[src/rtl/pipe_pkg.sv]
// Shared types and constants for the elastic pipeline-stage register.
// Occupancy states and their reset values live here so top and bench agree.
package pipe_pkg;

  typedef enum logic [1:0] {
    OCC_EMPTY     = 2'd0,
    OCC_FULL      = 2'd1,
    OCC_SKID_FULL = 2'd2
  } occ_state_e;

  localparam occ_state_e OCC_RST_STATE = OCC_EMPTY;
  localparam logic       SLOT_RST_VALID = 1'b0;

  // Number of live entries represented by an occupancy state.
  function automatic logic [1:0] occ_count(input occ_state_e s);
    case (s)
      OCC_FULL:      occ_count = 2'd1;
      OCC_SKID_FULL: occ_count = 2'd2;
      default:       occ_count = 2'd0;
    endcase
  endfunction

endpackage

[src/rtl/pipe_slot.sv]
// One storage slot: valid bit plus control and payload registers.
// Clear wins over load and zeroes valid and ctrl; payload keeps its last value.
module pipe_slot
  import pipe_pkg::*;
#(
  parameter int CTRL_W = 4,
  parameter int DATA_W = 101
) (
  input  logic              clk,
  input  logic              reset,
  input  logic              load,
  input  logic              clear,
  input  logic              load_valid,
  input  logic [CTRL_W-1:0] load_ctrl,
  input  logic [DATA_W-1:0] load_data,
  output logic              valid,
  output logic [CTRL_W-1:0] ctrl,
  output logic [DATA_W-1:0] data
);

  always_ff @(posedge clk or posedge reset) begin
    if (reset) begin
      valid <= SLOT_RST_VALID;
      ctrl  <= '0;
      data  <= '0;
    end else if (clear) begin
      valid <= 1'b0;
      ctrl  <= '0;
    end else if (load) begin
      valid <= load_valid;
      ctrl  <= load_ctrl;
      data  <= load_data;
    end
  end

endmodule

[src/rtl/pipe_stage_reg.sv]
// Elastic pipeline-stage register with valid/ready handshake, flush and optional skid slot.
//   state         | meaning
//   OCC_EMPTY     | no live entry, in_ready=1
//   OCC_FULL      | main slot live, skid slot empty
//   OCC_SKID_FULL | main and skid slots live, in_ready=0 (SKID=1 only)
module pipe_stage_reg
  import pipe_pkg::*;
#(
  parameter int CTRL_W = 4,
  parameter int DATA_W = 101,
  parameter int SKID   = 1
) (
  input  logic              clk,
  input  logic              reset,
  input  logic              flush,
  input  logic              in_valid,
  output logic              in_ready,
  input  logic [CTRL_W-1:0] in_ctrl,
  input  logic [DATA_W-1:0] in_data,
  output logic              out_valid,
  input  logic              out_ready,
  output logic [CTRL_W-1:0] out_ctrl,
  output logic [DATA_W-1:0] out_data,
  output logic [1:0]        occupancy
);

  occ_state_e state, state_nxt;

  logic acc, rel;
  logic main_load, main_clear, main_sel_skid;
  logic skid_load, skid_clear;

  logic              main_valid;
  logic [CTRL_W-1:0] main_ctrl;
  logic [DATA_W-1:0] main_data;
  logic              main_in_valid;
  logic [CTRL_W-1:0] main_in_ctrl;
  logic [DATA_W-1:0] main_in_data;

  logic              skid_valid;
  logic [CTRL_W-1:0] skid_ctrl;
  logic [DATA_W-1:0] skid_data;

  assign acc = in_valid & in_ready;
  assign rel = main_valid & out_ready;

  always_ff @(posedge clk or posedge reset) begin
    if (reset) state <= OCC_RST_STATE;
    else       state <= state_nxt;
  end

  always_comb begin
    state_nxt     = state;
    main_load     = 1'b0;
    main_clear    = 1'b0;
    main_sel_skid = 1'b0;
    skid_load     = 1'b0;
    skid_clear    = 1'b0;
    case (state)
      OCC_EMPTY: begin
        if (acc) begin
          state_nxt = OCC_FULL;
          main_load = 1'b1;
        end
      end
      OCC_FULL: begin
        if (acc && rel) begin
          main_load = 1'b1;
        end else if (rel) begin
          state_nxt  = OCC_EMPTY;
          main_clear = 1'b1;
        end else if (acc && SKID != 0) begin
          state_nxt = OCC_SKID_FULL;
          skid_load = 1'b1;
        end
      end
      OCC_SKID_FULL: begin
        if (rel) begin
          state_nxt     = OCC_FULL;
          main_load     = 1'b1;
          main_sel_skid = 1'b1;
          skid_clear    = 1'b1;
        end
      end
      default: state_nxt = OCC_EMPTY;
    endcase
    // Flush drops any same-cycle accept; a same-cycle release has already happened.
    if (flush) begin
      state_nxt  = OCC_EMPTY;
      main_load  = 1'b0;
      skid_load  = 1'b0;
      main_clear = 1'b1;
      skid_clear = 1'b1;
    end
  end

  assign main_in_valid = main_sel_skid ? skid_valid : 1'b1;
  assign main_in_ctrl  = main_sel_skid ? skid_ctrl  : in_ctrl;
  assign main_in_data  = main_sel_skid ? skid_data  : in_data;

  pipe_slot #(.CTRL_W(CTRL_W), .DATA_W(DATA_W)) u_main (
    .clk        (clk),
    .reset      (reset),
    .load       (main_load),
    .clear      (main_clear),
    .load_valid (main_in_valid),
    .load_ctrl  (main_in_ctrl),
    .load_data  (main_in_data),
    .valid      (main_valid),
    .ctrl       (main_ctrl),
    .data       (main_data)
  );

  generate
    if (SKID != 0) begin : g_skid
      pipe_slot #(.CTRL_W(CTRL_W), .DATA_W(DATA_W)) u_skid (
        .clk        (clk),
        .reset      (reset),
        .load       (skid_load),
        .clear      (skid_clear),
        .load_valid (1'b1),
        .load_ctrl  (in_ctrl),
        .load_data  (in_data),
        .valid      (skid_valid),
        .ctrl       (skid_ctrl),
        .data       (skid_data)
      );
      // Derived from the state register only, so out_ready never reaches in_ready.
      assign in_ready = (state != OCC_SKID_FULL);
    end else begin : g_noskid
      assign skid_valid = 1'b0;
      assign skid_ctrl  = '0;
      assign skid_data  = '0;
      assign in_ready   = ~main_valid | out_ready;
    end
  endgenerate

  assign out_valid = main_valid;
  assign out_ctrl  = main_ctrl & {CTRL_W{main_valid}};
  assign out_data  = main_data;
  assign occupancy = occ_count(state);

endmodule

[config.mk]
export PLATFORM = sky130hd
export DESIGN_NAME = pipe_stage_reg
export DESIGN_NICKNAME = d
export VERILOG_FILES = /design/src/rtl/pipe_pkg.sv /design/src/rtl/pipe_slot.sv /design/src/rtl/pipe_stage_reg.sv
export SDC_FILE = /design/constraint.sdc
export NUM_CORES = 1
export LEC_CHECK = 0
export BUFFER_PORTS_ARGS = -buffer_cell sky130_fd_sc_hd__buf_2
export CORE_MARGIN = 2
export CORE_UTILIZATION = 55
export CTS_CLUSTER_SIZE = 25
export DETAILED_ROUTE_END_ITERATION = 7
export PLACE_DENSITY = 0.85
export SLEW_MARGIN = 20
export SYNTH_ARGS = -nofsm -noshare
export SYNTH_HDL_FRONTEND = slang
export SYNTH_HIERARCHICAL = 1
export SYNTH_SLANG_ARGS = --single-unit
[constraint.sdc]
create_clock -name clk -period 7.5 [get_ports clk]
set_clock_uncertainty 0.15 [all_clocks]
set_input_delay 0 -clock clk [delete_from_list [all_inputs] [get_ports clk]]
set_output_delay 0 -clock clk [all_outputs]
set_load 0.1 [all_outputs]
==> flow_metrics.tcl <==
set metrics [dict create \
    total_power_uw 5190 \
    cp.depth 6 \
    cts_buffers 24 \
    drive_gt1_share_pct 61.0 \
    syn_to_final_growth_pct 28.2 \
    cp.arrival_ps 4030 \
    portBuffers 218 \
    antenna_found_initial 0 \
    cts-root-buf "clkbuf_16" \
    wl_um 23600 \
    syn_area_um2 10400 \
    yosys_warnings 6 \
    cp_max_fo 55 \
    p_clk_share_pct 24.9 \
    overflow 0 \
    ys_seq_elements 214 \
    die_area_um2 20000 \
    finalCriticalPeriod_ps 3800 \
    cp_slowest_cell "a21oi_1" \
    worstRegToRegCells 6 \
    rsz0062_at_grt "no" \
    drc 0 \
    synth_seq_area_share_pct 51.4 \
    dieWidth_um 142 \
    grt_first_pass_wirelength_um 37600 \
    fin_setup_tns_ps 0 \
    drt_iter0_drc 241 \
    die_height_um 142 \
    start_kind "register" \
    start_util_pct 55.8 \
    path_clk_slew_ps 60 \
    firstDrtPassIters 4 \
    report.final.slew_viol_count 0 \
    end_kind "register" \
    clock_latency_ps 500 \
    critical_path_buf_inv_count 1 \
    status "finished clean" \
    rrSetupSlack_ps 3700 \
    vias 6237 \
    max_freq_mhz 263 \
    cts_tree "done" \
    power_leakage_uw 0.00643 \
    coreArea_um2 18600 \
    fin_nets 1046 \
    diodes 0 \
    pwr_density_cell_nw_per_um2 389 \
    power_frac_seq_pct 33.4 \
    first_global_vias 6877 \
    dpl.hpwl_um 12600 \
    synth_cell_types 25 \
    relSlewSlack_pct 30.9 \
    routedWlPerCell_um 19.8 \
    grt_max_degree 57 \
    routed_via_density 5.25 \
    switchingPower_uw 2210 \
    combPwrFrac_pct 41.7 \
    multi_input_area_um2 4520 \
    nFillCells 1163 \
    synthesis.nets 718 \
    clock_path_buffers 3 \
    htreeDepth 1 \
    final_antenna_net_count 0 \
    ir_drop_v 0.000267 \
    crit_required_ps 7730 \
    gp_congestion 0.834 \
    ios 219 \
    timing_hold_violations_final 0 \
    critPathKind "reg2reg" \
    cp_slowest_stage_delay_ps 770 \
    crit_family "simple AND/OR/NAND/NOR gates" \
    synthCells 608 \
    sw_frac_of_total_pct 42.5 \
    hold_class "in2async" \
    synth_area_per_cell_um2 17.1 \
    row_count 50 \
    grt_util_all_layers_pct 23.4 \
    p_int_uw 2990 \
    regArea_um2 5360 \
    setup_violations 0 \
    cts_resized 0 \
    worstPathCellList "and2_1, nand2_4, a21oi_1, nor2b_4, buf_4, mux2_2" \
    drv_cap 0 \
    tightest_slew_ps 1030 \
    cts_num_sinks 214 \
    min_period_over_period_pct 50.7 \
]
-- worst reg2reg max path: cells and delay by family (launching register included) --
family                 cells  cell delay [ps]
AO/OA/AOI/OAI              1              770
buffers and inverters      1              740
flip-flops                 1              420
multiplexers               1              470
AND/OR/NAND/NOR            3             1130
-- per-stage QoR --
stage / area (um^2) / hold slack (ps) / util [%] / setup WS, ps / instances
2_1_floorplan: 10400 / -409 / - / 4080 / 608
3_3_place_gp: 11300 / -232 / 60.8 / 3910 / 1031
3_5_place_dp: 11300 / -233 / 60.8 / 3810 / 1031
4_1_cts: 13300 / 52.0 / 71.6 / 3750 / 1188
5_1_grt: 13300 / 122 / 71.6 / 3500 / 1188
6_report: 13300 / 40.5 / 71.6 / 3700 / 1188
-- kinds of logic (layout without fill, tap and decap cells) --
family                 count (synthesis)  count (layout)  synth area share [%]
multiplexers                         318             318                  41.4
buffers and inverters                 41             387                  5.17
flip-flops                           214             214                  51.4
AND/OR/NAND/NOR                       28              28                  1.61
AO/OA/AOI/OAI                          6               6                 0.373
other                                  1               1                0.0360
-- path summary, 6_finish.rpt --
path	from	to
setup / recovery	u_main/valid$_DFFE_PP0P_	u_main/data[35]$_DFFE_PP0P_
setup reg to reg	u_main/valid$_DFFE_PP0P_	u_main/data[35]$_DFFE_PP0P_
min in group clk	in_data[65]	g_skid.u_skid/data[65]$_DFFE_PP0P_
hold reg to reg	g_skid.u_skid/data[42]$_DFFE_PP0P_	g_skid.u_skid/data[42]$_DFFE_PP0P_
max in group asynchronous	reset	u_main/data[41]$_DFFE_PP0P_
hold / removal	reset	u_main/data[61]$_DFFE_PP0P_
-- cell usage after synthesis (all sizes together) --
library cell  number  area, um^2
a211oi             1        7.51
or2                2        12.5
o32ai              1        8.76
nor3               1        5.00
nand2b             1        6.26
dfrtp            214        5360
inv                5        18.8
and2b              1        10.0
o21ai              1        5.00
mux2             307        4200
nand2              3        18.8
and2               5        31.3
nor2              10        37.5
buf               36         519
nor2b              5        46.3
a21oi              2        10.0
o21bai             1        7.51
mux2i             11         110
conb               1        3.75
-- cell type report --
| cell class | instances | area share, % |
|---|---|---|
| Sequential cell | 214 | 40.1 |
| Multi-Input combinational cell | 353 | 33.8 |
| Timing Repair Buffer | 338 | 17.0 |
| Clock buffer | 31 | 5.16 |
| Tap cell | 234 | 2.19 |
| Clock inverter | 13 | 1.46 |
| Inverter | 5 | 0.178 |
-- metal layers --
metal | part of all wire, % | GRT usage, % | wire [um]
met1 | 43 | 31.0 | 10100
met2 | 50 | 39.8 | 11800
met3 | 5.0 | 4.86 | 1190
met4 | 2.3 | 5.84 | 537
met5 | 0 | 0 | 0
-- state kept, by name (all words and copies together) (netlist names) --
| register | count |
|---|---|
| g_skid.u_skid/valid | 1 |
| u_main/valid | 1 |
| u_main/data | 101 |
| g_skid.u_skid/ctrl | 4 |
| g_skid.u_skid/data | 101 |
| state | 2 |
| u_main/ctrl | 4 |
-- placed cells by master (no fill, tap or decap), types with 3 or more instances in the layout --
master	n
and2_1	5
buf_2	218
buf_4	7
bufinv_16	5
clkbuf_16	25
clkbuf_8	4
clkinv_2	6
dfrtp_1	214
dlygate4sd3_1	113
inv_1	3
mux2_2	110
mux2_4	197
mux2i_1	11
nor2_1	10
nor2b_1	3
-- repair_timing --
action | CTS | global route
hold buffers | 113 | 0
hold endpoints to repair | 319 | 0
buffers inserted | 0 | 0
-- power by group through the flow --
stage	registers, uW	logic [uW]	clock network (uW)
2_1_floorplan	2880	622	0
3_3_place_gp	1710	2070	0
3_5_place_dp	1730	2100	0
4_1_cts	1730	2150	1320
5_1_grt	1780	2230	1370
6_report	1740	2160	1290
No activity file was read; power rests on OpenSTA's default activity.
